`config.mk`:
```
export PLATFORM = sky130hd
export DESIGN_NAME = seq_alu_flat
export DESIGN_NICKNAME = d
export VERILOG_FILES = /design/src/rtl/seq_alu_if.sv /design/src/rtl/seq_alu.sv /design/src/flat_wrapper.sv
export SDC_FILE = /design/constraint.sdc
export NUM_CORES = 1
export LEC_CHECK = 0
export ABC_AREA = 1
export CELL_PAD_IN_SITES_DETAIL_PLACEMENT = 2
export CELL_PAD_IN_SITES_GLOBAL_PLACEMENT = 2
export CORE_ASPECT_RATIO = 0.5
export CORE_MARGIN = 3
export CORE_UTILIZATION = 35
export DETAILED_ROUTE_END_ITERATION = 7
export PLACE_DENSITY = 0.88
export SLEW_MARGIN = 25
export SYNTH_ARGS = -nofsm -noshare
export SYNTH_HDL_FRONTEND = slang
export SYNTH_SLANG_ARGS = --single-unit
export TNS_END_PERCENT = 50
```
`constraint.sdc`:
```
create_clock -name clk -period 4 [get_ports clk]
set_input_delay 0.8 -clock clk [delete_from_list [all_inputs] [get_ports clk]]
set_output_delay 0.8 -clock clk [all_outputs]
set_load 0.005 [all_outputs]
```
`src/rtl/seq_alu_if.sv`:
```
// ============================================================================
// Module   : seq_alu_if
// Brief    : Request/response bundle between the seq_alu and its neighbours.
// Revision : 1.0 - initial release
// ============================================================================
`default_nettype none

interface seq_alu_if #(
    parameter int WIDTH = 16
);
    logic             in_valid;
    logic             in_ready;
    logic [2:0]       op;
    logic [WIDTH-1:0] a;
    logic [WIDTH-1:0] b;
    logic             out_valid;
    logic             out_ready;
    logic [WIDTH-1:0] result;
    logic             ovf;
    logic             dz;
    logic             busy;

    modport master (
        output in_valid, op, a, b, out_ready,
        input  in_ready, out_valid, result, ovf, dz, busy
    );

    modport slave (
        input  in_valid, op, a, b, out_ready,
        output in_ready, out_valid, result, ovf, dz, busy
    );
endinterface

`default_nettype wire

```
`src/rtl/seq_alu.sv`:
```
// ============================================================================
// Module   : seq_alu
// Brief    : Multi-cycle ALU; single-cycle logic/add/sub, iterative mul/div/rem.
// Revision : 1.0 - initial release
// ============================================================================
`default_nettype none

module seq_alu #(
    parameter int WIDTH = 16
) (
    input  wire logic clk,
    input  wire logic rst,
    seq_alu_if.slave  bus
);
    localparam int C_CNT_W = $clog2(WIDTH + 1);

    localparam logic [2:0] C_OP_ADD = 3'b000;
    localparam logic [2:0] C_OP_SUB = 3'b001;
    localparam logic [2:0] C_OP_MUL = 3'b010;
    localparam logic [2:0] C_OP_DIV = 3'b011;
    localparam logic [2:0] C_OP_REM = 3'b100;
    localparam logic [2:0] C_OP_AND = 3'b101;
    localparam logic [2:0] C_OP_OR  = 3'b110;
    localparam logic [2:0] C_OP_XOR = 3'b111;

    typedef enum logic [1:0] {
        ST_IDLE = 2'd0,
        ST_CALC = 2'd1,
        ST_DONE = 2'd2
    } state_t;

    state_t               r_state;
    state_t               w_next_state;
    logic [C_CNT_W-1:0]   r_cnt;
    logic [2:0]           r_op;
    logic [WIDTH-1:0]     r_b;
    logic [2*WIDTH-1:0]   r_acc;
    logic [WIDTH-1:0]     r_result;
    logic                 r_ovf;
    logic                 r_dz;

    logic                 w_accept;
    logic                 w_iter_op;
    logic                 w_last;
    logic [WIDTH:0]       w_add;
    logic [WIDTH-1:0]     w_sub;
    logic                 w_sub_ovf;
    logic [WIDTH:0]       w_mul_sum;
    logic [2*WIDTH-1:0]   w_mul_next;
    logic [WIDTH:0]       w_rem_ext;
    logic [WIDTH:0]       w_div_diff;
    logic                 w_div_ge;
    logic [WIDTH-1:0]     w_rem_new;
    logic [2*WIDTH-1:0]   w_div_next;

    assign w_accept  = bus.in_valid && (r_state == ST_IDLE);
    assign w_iter_op = (bus.op == C_OP_MUL) || (bus.op == C_OP_DIV) || (bus.op == C_OP_REM);
    assign w_last    = (r_cnt == C_CNT_W'(1));

    always_ff @(posedge clk) begin
        if (rst) begin
            r_state <= ST_IDLE;
        end else begin
            r_state <= w_next_state;
        end
    end

    always_comb begin
        w_next_state = r_state;
        case (r_state)
            ST_IDLE: if (bus.in_valid) w_next_state = w_iter_op ? ST_CALC : ST_DONE;
            ST_CALC: if (w_last)        w_next_state = ST_DONE;
            ST_DONE: if (bus.out_ready) w_next_state = ST_IDLE;
            default: w_next_state = ST_IDLE;
        endcase
    end

    assign w_add     = {1'b0, bus.a} + {1'b0, bus.b};
    assign w_sub     = bus.a - bus.b;
    assign w_sub_ovf = (bus.a[WIDTH-1] ^ bus.b[WIDTH-1]) & (w_sub[WIDTH-1] ^ bus.a[WIDTH-1]);

    // Shift-add multiply: r_acc = {partial product, remaining multiplier bits}.
    assign w_mul_sum  = {1'b0, r_acc[2*WIDTH-1:WIDTH]} + (r_acc[0] ? {1'b0, r_b} : {(WIDTH+1){1'b0}});
    assign w_mul_next = {w_mul_sum, r_acc[WIDTH-1:1]};

    // Restoring divide: r_acc = {partial remainder, dividend/quotient bits}.
    // A zero divisor always "fits", giving an all-ones quotient and remainder = a.
    assign w_rem_ext  = r_acc[2*WIDTH-1:WIDTH-1];
    assign w_div_diff = w_rem_ext - {1'b0, r_b};
    assign w_div_ge   = ~w_div_diff[WIDTH] || (r_b == {WIDTH{1'b0}});
    assign w_rem_new  = w_div_ge ? w_div_diff[WIDTH-1:0] : w_rem_ext[WIDTH-1:0];
    assign w_div_next = {w_rem_new, r_acc[WIDTH-2:0], w_div_ge};

    always_ff @(posedge clk) begin
        if (rst) begin
            r_cnt    <= '0;
            r_op     <= '0;
            r_b      <= '0;
            r_acc    <= '0;
            r_result <= '0;
            r_ovf    <= 1'b0;
            r_dz     <= 1'b0;
        end else if (w_accept) begin
            r_op  <= bus.op;
            r_b   <= bus.b;
            r_cnt <= C_CNT_W'(WIDTH);
            r_acc <= {{WIDTH{1'b0}}, bus.a};
            r_ovf <= 1'b0;
            r_dz  <= 1'b0;
            case (bus.op)
                C_OP_ADD: begin r_result <= w_add[WIDTH-1:0]; r_ovf <= w_add[WIDTH]; end
                C_OP_SUB: begin r_result <= w_sub;            r_ovf <= w_sub_ovf;    end
                C_OP_AND: r_result <= bus.a & bus.b;
                C_OP_OR:  r_result <= bus.a | bus.b;
                C_OP_XOR: r_result <= bus.a ^ bus.b;
                default:  r_result <= r_result;
            endcase
        end else if (r_state == ST_CALC) begin
            r_cnt <= r_cnt - C_CNT_W'(1);
            r_acc <= (r_op == C_OP_MUL) ? w_mul_next : w_div_next;
            if (w_last) begin
                case (r_op)
                    C_OP_MUL: begin
                        r_result <= w_mul_next[WIDTH-1:0];
                        r_ovf    <= |w_mul_next[2*WIDTH-1:WIDTH];
                    end
                    C_OP_DIV: begin
                        r_result <= w_div_next[WIDTH-1:0];
                        r_dz     <= (r_b == {WIDTH{1'b0}});
                    end
                    default: begin
                        r_result <= w_div_next[2*WIDTH-1:WIDTH];
                        r_dz     <= (r_b == {WIDTH{1'b0}});
                    end
                endcase
            end
        end
    end

    assign bus.in_ready  = (r_state == ST_IDLE);
    assign bus.out_valid = (r_state == ST_DONE);
    assign bus.busy      = (r_state != ST_IDLE);
    assign bus.result    = r_result;
    assign bus.ovf       = r_ovf;
    assign bus.dz        = r_dz;

endmodule

`default_nettype wire
```
`src/flat_wrapper.sv`:
```
// flat-port wrapper written by rule: the top's interface ports become plain ports
module seq_alu_flat 
#(
    parameter int WIDTH = 16
)
  (clk, rst, bus_in_valid, bus_op, bus_a, bus_b, bus_out_ready, bus_in_ready, bus_out_valid, bus_result, bus_ovf, bus_dz, bus_busy);
  seq_alu_if #(.WIDTH(WIDTH)) bus_i ();
  input  wire logic clk;
  input  wire logic rst;
  input wire logic [$bits(bus_i.in_valid)-1:0] bus_in_valid;
  input wire logic [$bits(bus_i.op)-1:0] bus_op;
  input wire logic [$bits(bus_i.a)-1:0] bus_a;
  input wire logic [$bits(bus_i.b)-1:0] bus_b;
  input wire logic [$bits(bus_i.out_ready)-1:0] bus_out_ready;
  output wire logic [$bits(bus_i.in_ready)-1:0] bus_in_ready;
  output wire logic [$bits(bus_i.out_valid)-1:0] bus_out_valid;
  output wire logic [$bits(bus_i.result)-1:0] bus_result;
  output wire logic [$bits(bus_i.ovf)-1:0] bus_ovf;
  output wire logic [$bits(bus_i.dz)-1:0] bus_dz;
  output wire logic [$bits(bus_i.busy)-1:0] bus_busy;
  assign bus_i.in_valid = bus_in_valid;
  assign bus_i.op = bus_op;
  assign bus_i.a = bus_a;
  assign bus_i.b = bus_b;
  assign bus_i.out_ready = bus_out_ready;
  assign bus_in_ready = bus_i.in_ready;
  assign bus_out_valid = bus_i.out_valid;
  assign bus_result = bus_i.result;
  assign bus_ovf = bus_i.ovf;
  assign bus_dz = bus_i.dz;
  assign bus_busy = bus_i.busy;
  seq_alu #(.WIDTH(WIDTH)) u_core (.clk(clk), .rst(rst), .bus(bus_i));
endmodule
```
== Yosys cells after proc, flatten, opt, wreduce, memory -nomap -nowiden ==
Cells that the tools add are included.

* Output and inout port bits: 21
* Register bits: 76
* Input port bits: 39

* Multiplexer cells: 22
* Reduce and logical (&&, ||, !) cells: 17
* Eq/ne operators: 16
* Bitwise logic cells: 8
* Add/subtract/negate cells: 5

{| class="wikitable"
|+ Operator list
! cell !! number
|-
| two-way mux 16 bit || 7
|-
| case mux 16 bit (5 select lines) || 1
|-
| adder 16 x 16 -> 17 bit || 2
|-
| two-way mux 32 bit || 1
|-
| case mux 16 bit (2 select lines) || 1
|-
| subtractor 17 x 16 -> 17 bit || 1
|-
| bitwise AND 16 bit || 1
|-
| logical NOT 16 bit || 1
|-
| OR 16 bit || 1
|-
| OR reduction 16 bit || 1
|-
| subtractor 16 bit || 1
|-
| bitwise XOR 16 bit || 1
|-
| equality test 3 x 2 -> 1 bit (second input constant) || 4
|-
| equality test 3 bit (second input constant) || 4
|-
| AND reduction 3 bit || 4
|-
| two-way mux 5 bit || 2
|-
| two-way mux 2 bit || 4
|-
| nonzero test 2 bit || 4
|-
| inequality test 6 bit (second input constant) || 1
|-
| case mux 2 bit (3 select lines) || 1
|-
| equality test 5 x 1 -> 1 bit (second input constant) || 1
|-
| subtractor 5 x 1 -> 5 bit (second input constant) || 1
|-
| two-way mux 1 bit || 4
|-
| inequality test 2 bit (second input constant) || 2
|-
| 13 further kinds || 17
|}

== Logic depth before layout (Yosys ltp) ==
* Depth after elaboration: 8
* Gate-level depth with buffers: 20
* Depth with buffers taken out: 19

== Worst setup path before layout ==
No wires, ideal clock.

* Path kind: in2reg
* Start point: input bus_b[2]
* End point: register u_core.r_result[14] (netlist: u_core.bus.result[14])
* Setup time: 0.127 ns
* Data arrival time: 2.243 ns
* Setup slack: 1.630 ns
* Cell stages on the path: 16
* Path buffers: 1
* Cell sequence: inv_1 -> ha_1 -> clkbuf_2 -> inv_1 -> nor3_1 -> nand2_1 -> nand3_1 -> nand2_1 -> nand2_1 -> nand2_1 -> nand3_1 -> nand3_1 -> nand2_1 -> inv_1 -> nand2_1 -> a21oi_2

* Word-level cells in the longest chain between the ends: 3
* Elaborated cells between the ends (all ways): 4
* Those cells by class: 2 x add/sub; 2 x mux

{| class="wikitable"
|+ Ends and longest elaborated chain
! element !! RTL line !! text
|-
| from (decl) || flat_wrapper.sv:13 || <nowiki>input wire logic [$bits(bus_i.b)-1:0] bus_b;</nowiki>
|-
| subtractor 16 bit or adder 16 x 16 -> 17 bit (tied branches) || seq_alu.sv:79, seq_alu.sv:78 ||
|-
| case mux 16 bit (5 select lines) (*) || seq_alu.sv:110 || <nowiki>case (bus.op)</nowiki>
|-
| two-way mux 16 bit (*) || seq_alu.sv:103 || <nowiki>end else if (w_accept) begin</nowiki>
|-
| to (signal assigned) || seq_alu.sv:111 || <nowiki>C_OP_ADD: begin r_result <= w_add[WIDTH-1:0]; r_ovf <= w_add[WIDTH]; end</nowiki>
|-
| to (signal assigned) || seq_alu.sv:112 || <nowiki>C_OP_SUB: begin r_result <= w_sub; r_ovf <= w_sub_ovf; end</nowiki>
|-
| to (signal assigned) || seq_alu.sv:113 || <nowiki>C_OP_AND: r_result <= bus.a & bus.b;</nowiki>
|-
| to (decl) || seq_alu.sv:38 || <nowiki>logic [WIDTH-1:0] r_result;</nowiki>
|}

Every way passes the cells marked *; elsewhere a longest branch is shown, timed or not.
A chain may end at the register's enable or synchronous reset.

== Worst setup path after layout ==
* Start point: register u_core.r_acc[15]
* End point: register u_core.r_result[3] (netlist: u_core.bus.result[3])

* Word-level cells in the longest chain between the ends: 8

{| class="wikitable"
|+ Ends and longest elaborated chain
! element !! RTL line !! text
|-
| from (decl) || seq_alu.sv:37 || <nowiki>logic [2*WIDTH-1:0] r_acc;</nowiki>
|-
| from (signal assigned) || seq_alu.sv:107 || <nowiki>r_acc <= {{WIDTH{1'b0}}, bus.a};</nowiki>
|-
| from (signal assigned) || seq_alu.sv:120 || <nowiki>r_acc <= (r_op == C_OP_MUL) ? w_mul_next : w_div_next;</nowiki>
|-
| subtractor 17 x 16 -> 17 bit (*) || seq_alu.sv:89 || <nowiki>assign w_div_diff = w_rem_ext - {1'b0, r_b};</nowiki>
|-
| NOT 1 bit || seq_alu.sv:90 || <nowiki>assign w_div_ge = ~w_div_diff[WIDTH] || (r_b == {WIDTH{1'b0}});</nowiki>
|-
| logical OR 1 bit || seq_alu.sv:90 ||
|-
| two-way mux 16 bit (*) || seq_alu.sv:91 || <nowiki>assign w_rem_new = w_div_ge ? w_div_diff[WIDTH-1:0] : w_rem_ext[WIDTH-1:0];</nowiki>
|-
| case mux 16 bit (2 select lines) (*) || seq_alu.sv:122 || <nowiki>case (r_op)</nowiki>
|-
| two-way mux 16 bit (*) || seq_alu.sv:121 || <nowiki>if (w_last) begin</nowiki>
|-
| two-way mux 16 bit (*) || seq_alu.sv:118 || <nowiki>end else if (r_state == ST_CALC) begin</nowiki>
|-
| two-way mux 16 bit (*) || seq_alu.sv:103 ||
|-
| to (signal assigned) || seq_alu.sv:116 || <nowiki>default: r_result <= r_result;</nowiki>
|-
| to (signal assigned) || seq_alu.sv:124 || <nowiki>r_result <= w_mul_next[WIDTH-1:0];</nowiki>
|-
| to (signal assigned) || seq_alu.sv:128 || <nowiki>r_result <= w_div_next[WIDTH-1:0];</nowiki>
|}

Every way passes the cells marked *; elsewhere a longest branch is shown, timed or not. The select of a mux whose other input is x is not followed.

==> qor.csv <==
metric,value,unit
status,completed,
power.share.combinational,0.468,
synth_top_family_by_area,simple AND/OR/NAND/NOR gates,
power.ir.vdd_worst,0.0001629,V
grt_first_pass_wirelength,71230,µm
total_number_of_vias,10550,
synth_fp_nets,1536,
via_count_of_the_first_global_routing_pass,11700,
drtIter0Drc,927,
post_cts_resize_count,0,
critical_path.reg2reg.startpoint,u_core.r_acc[15],
p_int,1.781,mW
globalRouteTotalUtil,0.3606,
count_of_filler_cells_inserted_in_the_layout,2927,
drive_gt1_frac,0.04483,
final_nets,1569,
cts_tree,done,
worst-setup-path-type,reg -> reg,
antenna_found_initial,2,
critical_path_peak_fanout,11,
syn-instance-count,1412,
power-per-cell-area,358.7,nW/µm²
worst_ep_arrival_time,3.97,ns
report.final.slew_viol_count,0,
hold_buffers,0,
synth_fa_ha_area_frac,0.1310,
p_leak,4.755,nW
timing.critical_path.from_type,register,
io-pin-count,60,
post-route-util,0.4093,
synthesis.area,8347,µm²
rsz0062_at_grt,false,
synth-warning-count,0,
residual_drc,0,
grt-ovfl-total,0,
floorplan.initialDensity,0.3609,
synthArstFlopShare,0,
totalNegativeSetupSlack,0,ns
design.die.area,25850,µm²
buffers_inserted_by_post_cts_timing_repair,0,
timing.max_cap.violations,0,
synth_enable_flop_cells,0,
normalized_max_slew_margin,0.3292,
dr.pass1.iters,5,
dpl_wire_length,32660,µm
gpl.final_weighted_congestion,0.9061,
post-route-period-util,0.9224,
synth.area.mux_share,0,
timing_worst_slew_pin_value,0.9957,ns
synthSimpleGateAreaFrac,0.3452,
fin_total_pwr,3.396,mW
die_h,115.2,µm
clock_skew,0.01381,ns
final_routed_wirelength_across_all_metal_layers,46640,µm
hold_path_startpoint,u_core.r_op[1],
cts_made_buffers,9,
synth-xor-area-share,0.01994,
sw_frac_of_total,0.4755,
reg2reg_depth,18,
routed_via_count_divided_by_cell_count,6.007,
cts_num_sinks,76,
clock-root-buffer,sky130_fd_sc_hd__clkbuf_16,
synth.avg_cell_area,5.911,µm²
final-hold-violation-count,0,
synth-compound-area-share,0.1952,
max-clock-path-buffers,2,
worst_hold_path_type,reg -> reg,
antenna_violating_nets_post_route,0,
core-area,23130,µm²
power_frac_clock,0.262,
wire_per_inst,26.54,µm
sequentialPowerShare,0.270,
final_cell_mix,"sky130_fd_sc_hd__nand2_1, sky130_fd_sc_hd__inv_1, sky130_fd_sc_hd__a21oi_1",
synth_cell_types,47,
portBuffers,59,
htreeDepth,3,
timing.critical_path.required,4.28,ns
holdPathStages,2,
placement_rows,39,
antenna_cells_inserted,0,
fmax,271.0,MHz
postSynth.topFlopCell,sky130_fd_sc_hd__dfxtp_1,
area_delta_synth_final,13.42,%
netSwitchingPower,1.615,mW
final_period_minus_worst_setup_slack,3.690,ns
setup-violations-final,0,
grt_start_max_net_pins,36,
die_w,224.4,µm
end_kind,register,
synth_sequential_area_ratio,0.1823,
worst_skew_late_latency,0.37,ns
crit_start,u_core.r_acc[15],
ffs_latches_synth,76,
worst_setup_hold_path_clk_slew,0.08,ns
mostFrequentLayoutCell,sky130_fd_sc_hd__nand2_1,
==> flip-flops by register name, summed over array words and instances (netlist names) <==
register and count:
u_core.r_acc 32, u_core.bus.ovf 1, u_core.r_op 3, u_core.bus.result 16, u_core.r_cnt 5, u_core.r_state 2, u_core.r_b 16, u_core.bus.dz 1
==> synthesized netlist by cell type, drive strengths merged, types with 3 or more instances <==
| library cell | n | area, µm² |
|---|---|---|
| a211oi | 11 | 87.58 |
| a221oi | 11 | 96.34 |
| nand4 | 10 | 62.56 |
| nand2 | 407 | 1565 |
| a21oi | 140 | 719.4 |
| nor3 | 14 | 75.07 |
| buf | 26 | 160.1 |
| a21o | 4 | 30.03 |
| o211ai | 6 | 45.04 |
| xor2 | 16 | 140.1 |
| nand3b | 8 | 60.06 |
| nor2 | 107 | 419.2 |
| xnor2 | 3 | 26.28 |
| clkbuf | 24 | 91.33 |
| inv | 207 | 777.0 |
| fa | 4 | 80.08 |
| ha | 81 | 1013 |
| o21bai | 6 | 45.04 |
| dfxtp | 76 | 1521 |
| nor4 | 4 | 25.02 |
| o21ai | 83 | 415.4 |
| nand3 | 128 | 655.6 |
| o22ai | 22 | 137.6 |
==> per-layer routing <==
layer  up-vias  track usage  wire length (µm)
li1       4659            -                 -
met3       150      0.07219              2988
met2       405       0.6147             21680
met5         -            0                14
met4         2       0.1522              1792
met1      5338       0.4496             20170
==> worst paths after layout <==
check | end | slack, ns
setup / recovery | u_core.bus.result[3] | 0.31
hold / removal | u_core.r_op[1] | 0.47
setup reg to reg | u_core.bus.result[3] | 0.31
hold reg to reg | u_core.r_op[1] | 0.47
==> cells by family (layout without fill, tap and decap cells) <==
kind of cell    count (synthesis)  in the layout
flops                          76             76
fa+ha+maj                      85             85
xor+xnor                       19             19
buf+inv                       261            299
simple gates                  681            681
compound gates                290            290
==> critical path, cell delays in order (launching register included) <==
cell and delay [ns]:
sky130_fd_sc_hd__dfxtp_1 0.34, sky130_fd_sc_hd__inv_1 0.11, sky130_fd_sc_hd__ha_1 0.26, sky130_fd_sc_hd__fa_1 0.47, sky130_fd_sc_hd__inv_1 0.09, sky130_fd_sc_hd__nand3_1 0.10
sky130_fd_sc_hd__nand2_2 0.14, sky130_fd_sc_hd__nand2_2 0.09, sky130_fd_sc_hd__nand2_4 0.08, sky130_fd_sc_hd__nand2_2 0.08, sky130_fd_sc_hd__nand3_1 0.12, sky130_fd_sc_hd__nand3_2 0.23
sky130_fd_sc_hd__inv_1 0.56, sky130_fd_sc_hd__nand2_1 0.18, sky130_fd_sc_hd__nand2_1 0.14, sky130_fd_sc_hd__nand2_1 0.07, sky130_fd_sc_hd__nand2_1 0.15, sky130_fd_sc_hd__nand2_1 0.16
sky130_fd_sc_hd__a21oi_1 0.24
==> power by group through the flow <==
| stage | sequential, mW | combinational, mW | clock [mW] |
|---|---|---|---|
| floorplan | 0.894 | 0.920 | 0 |
| global placement | 0.912 | 1.36 | 0 |
| detailed placement | 0.920 | 1.45 | 0 |
| CTS | 0.911 | 1.55 | 0.887 |
| global route | 0.920 | 1.70 | 0.919 |
| finish | 0.916 | 1.59 | 0.889 |
==> layout make-up <==
| cell class | instances | area [µm²] | share of cell area |
|---|---|---|---|
| Tap cell | 307 | 384.1 | 0.04058 |
| Clock buffer | 9 | 225.2 | 0.02379 |
| Clock inverter | 7 | 75.07 | 0.007930 |
| Sequential cell | 76 | 1521 | 0.1607 |
| Multi-Input combinational cell | 1075 | 5773 | 0.6098 |
| Inverter | 209 | 784.5 | 0.08287 |
| Timing Repair Buffer | 74 | 703.2 | 0.07428 |
==> stage by stage <==
step	hold slack, ns	worst slack (ns)	instances	area [µm²]
CTS	0.4664	0.3965	1757	9467
global route	0.5010	0.1845	1757	9467
floorplan	0.4303	1.630	1412	8347
finish	0.4704	0.3104	1757	9467
detailed placement	0.4685	0.2199	1741	9166
global placement	0.4438	0.3207	1741	9166
(Power assumes the default switching activity.)
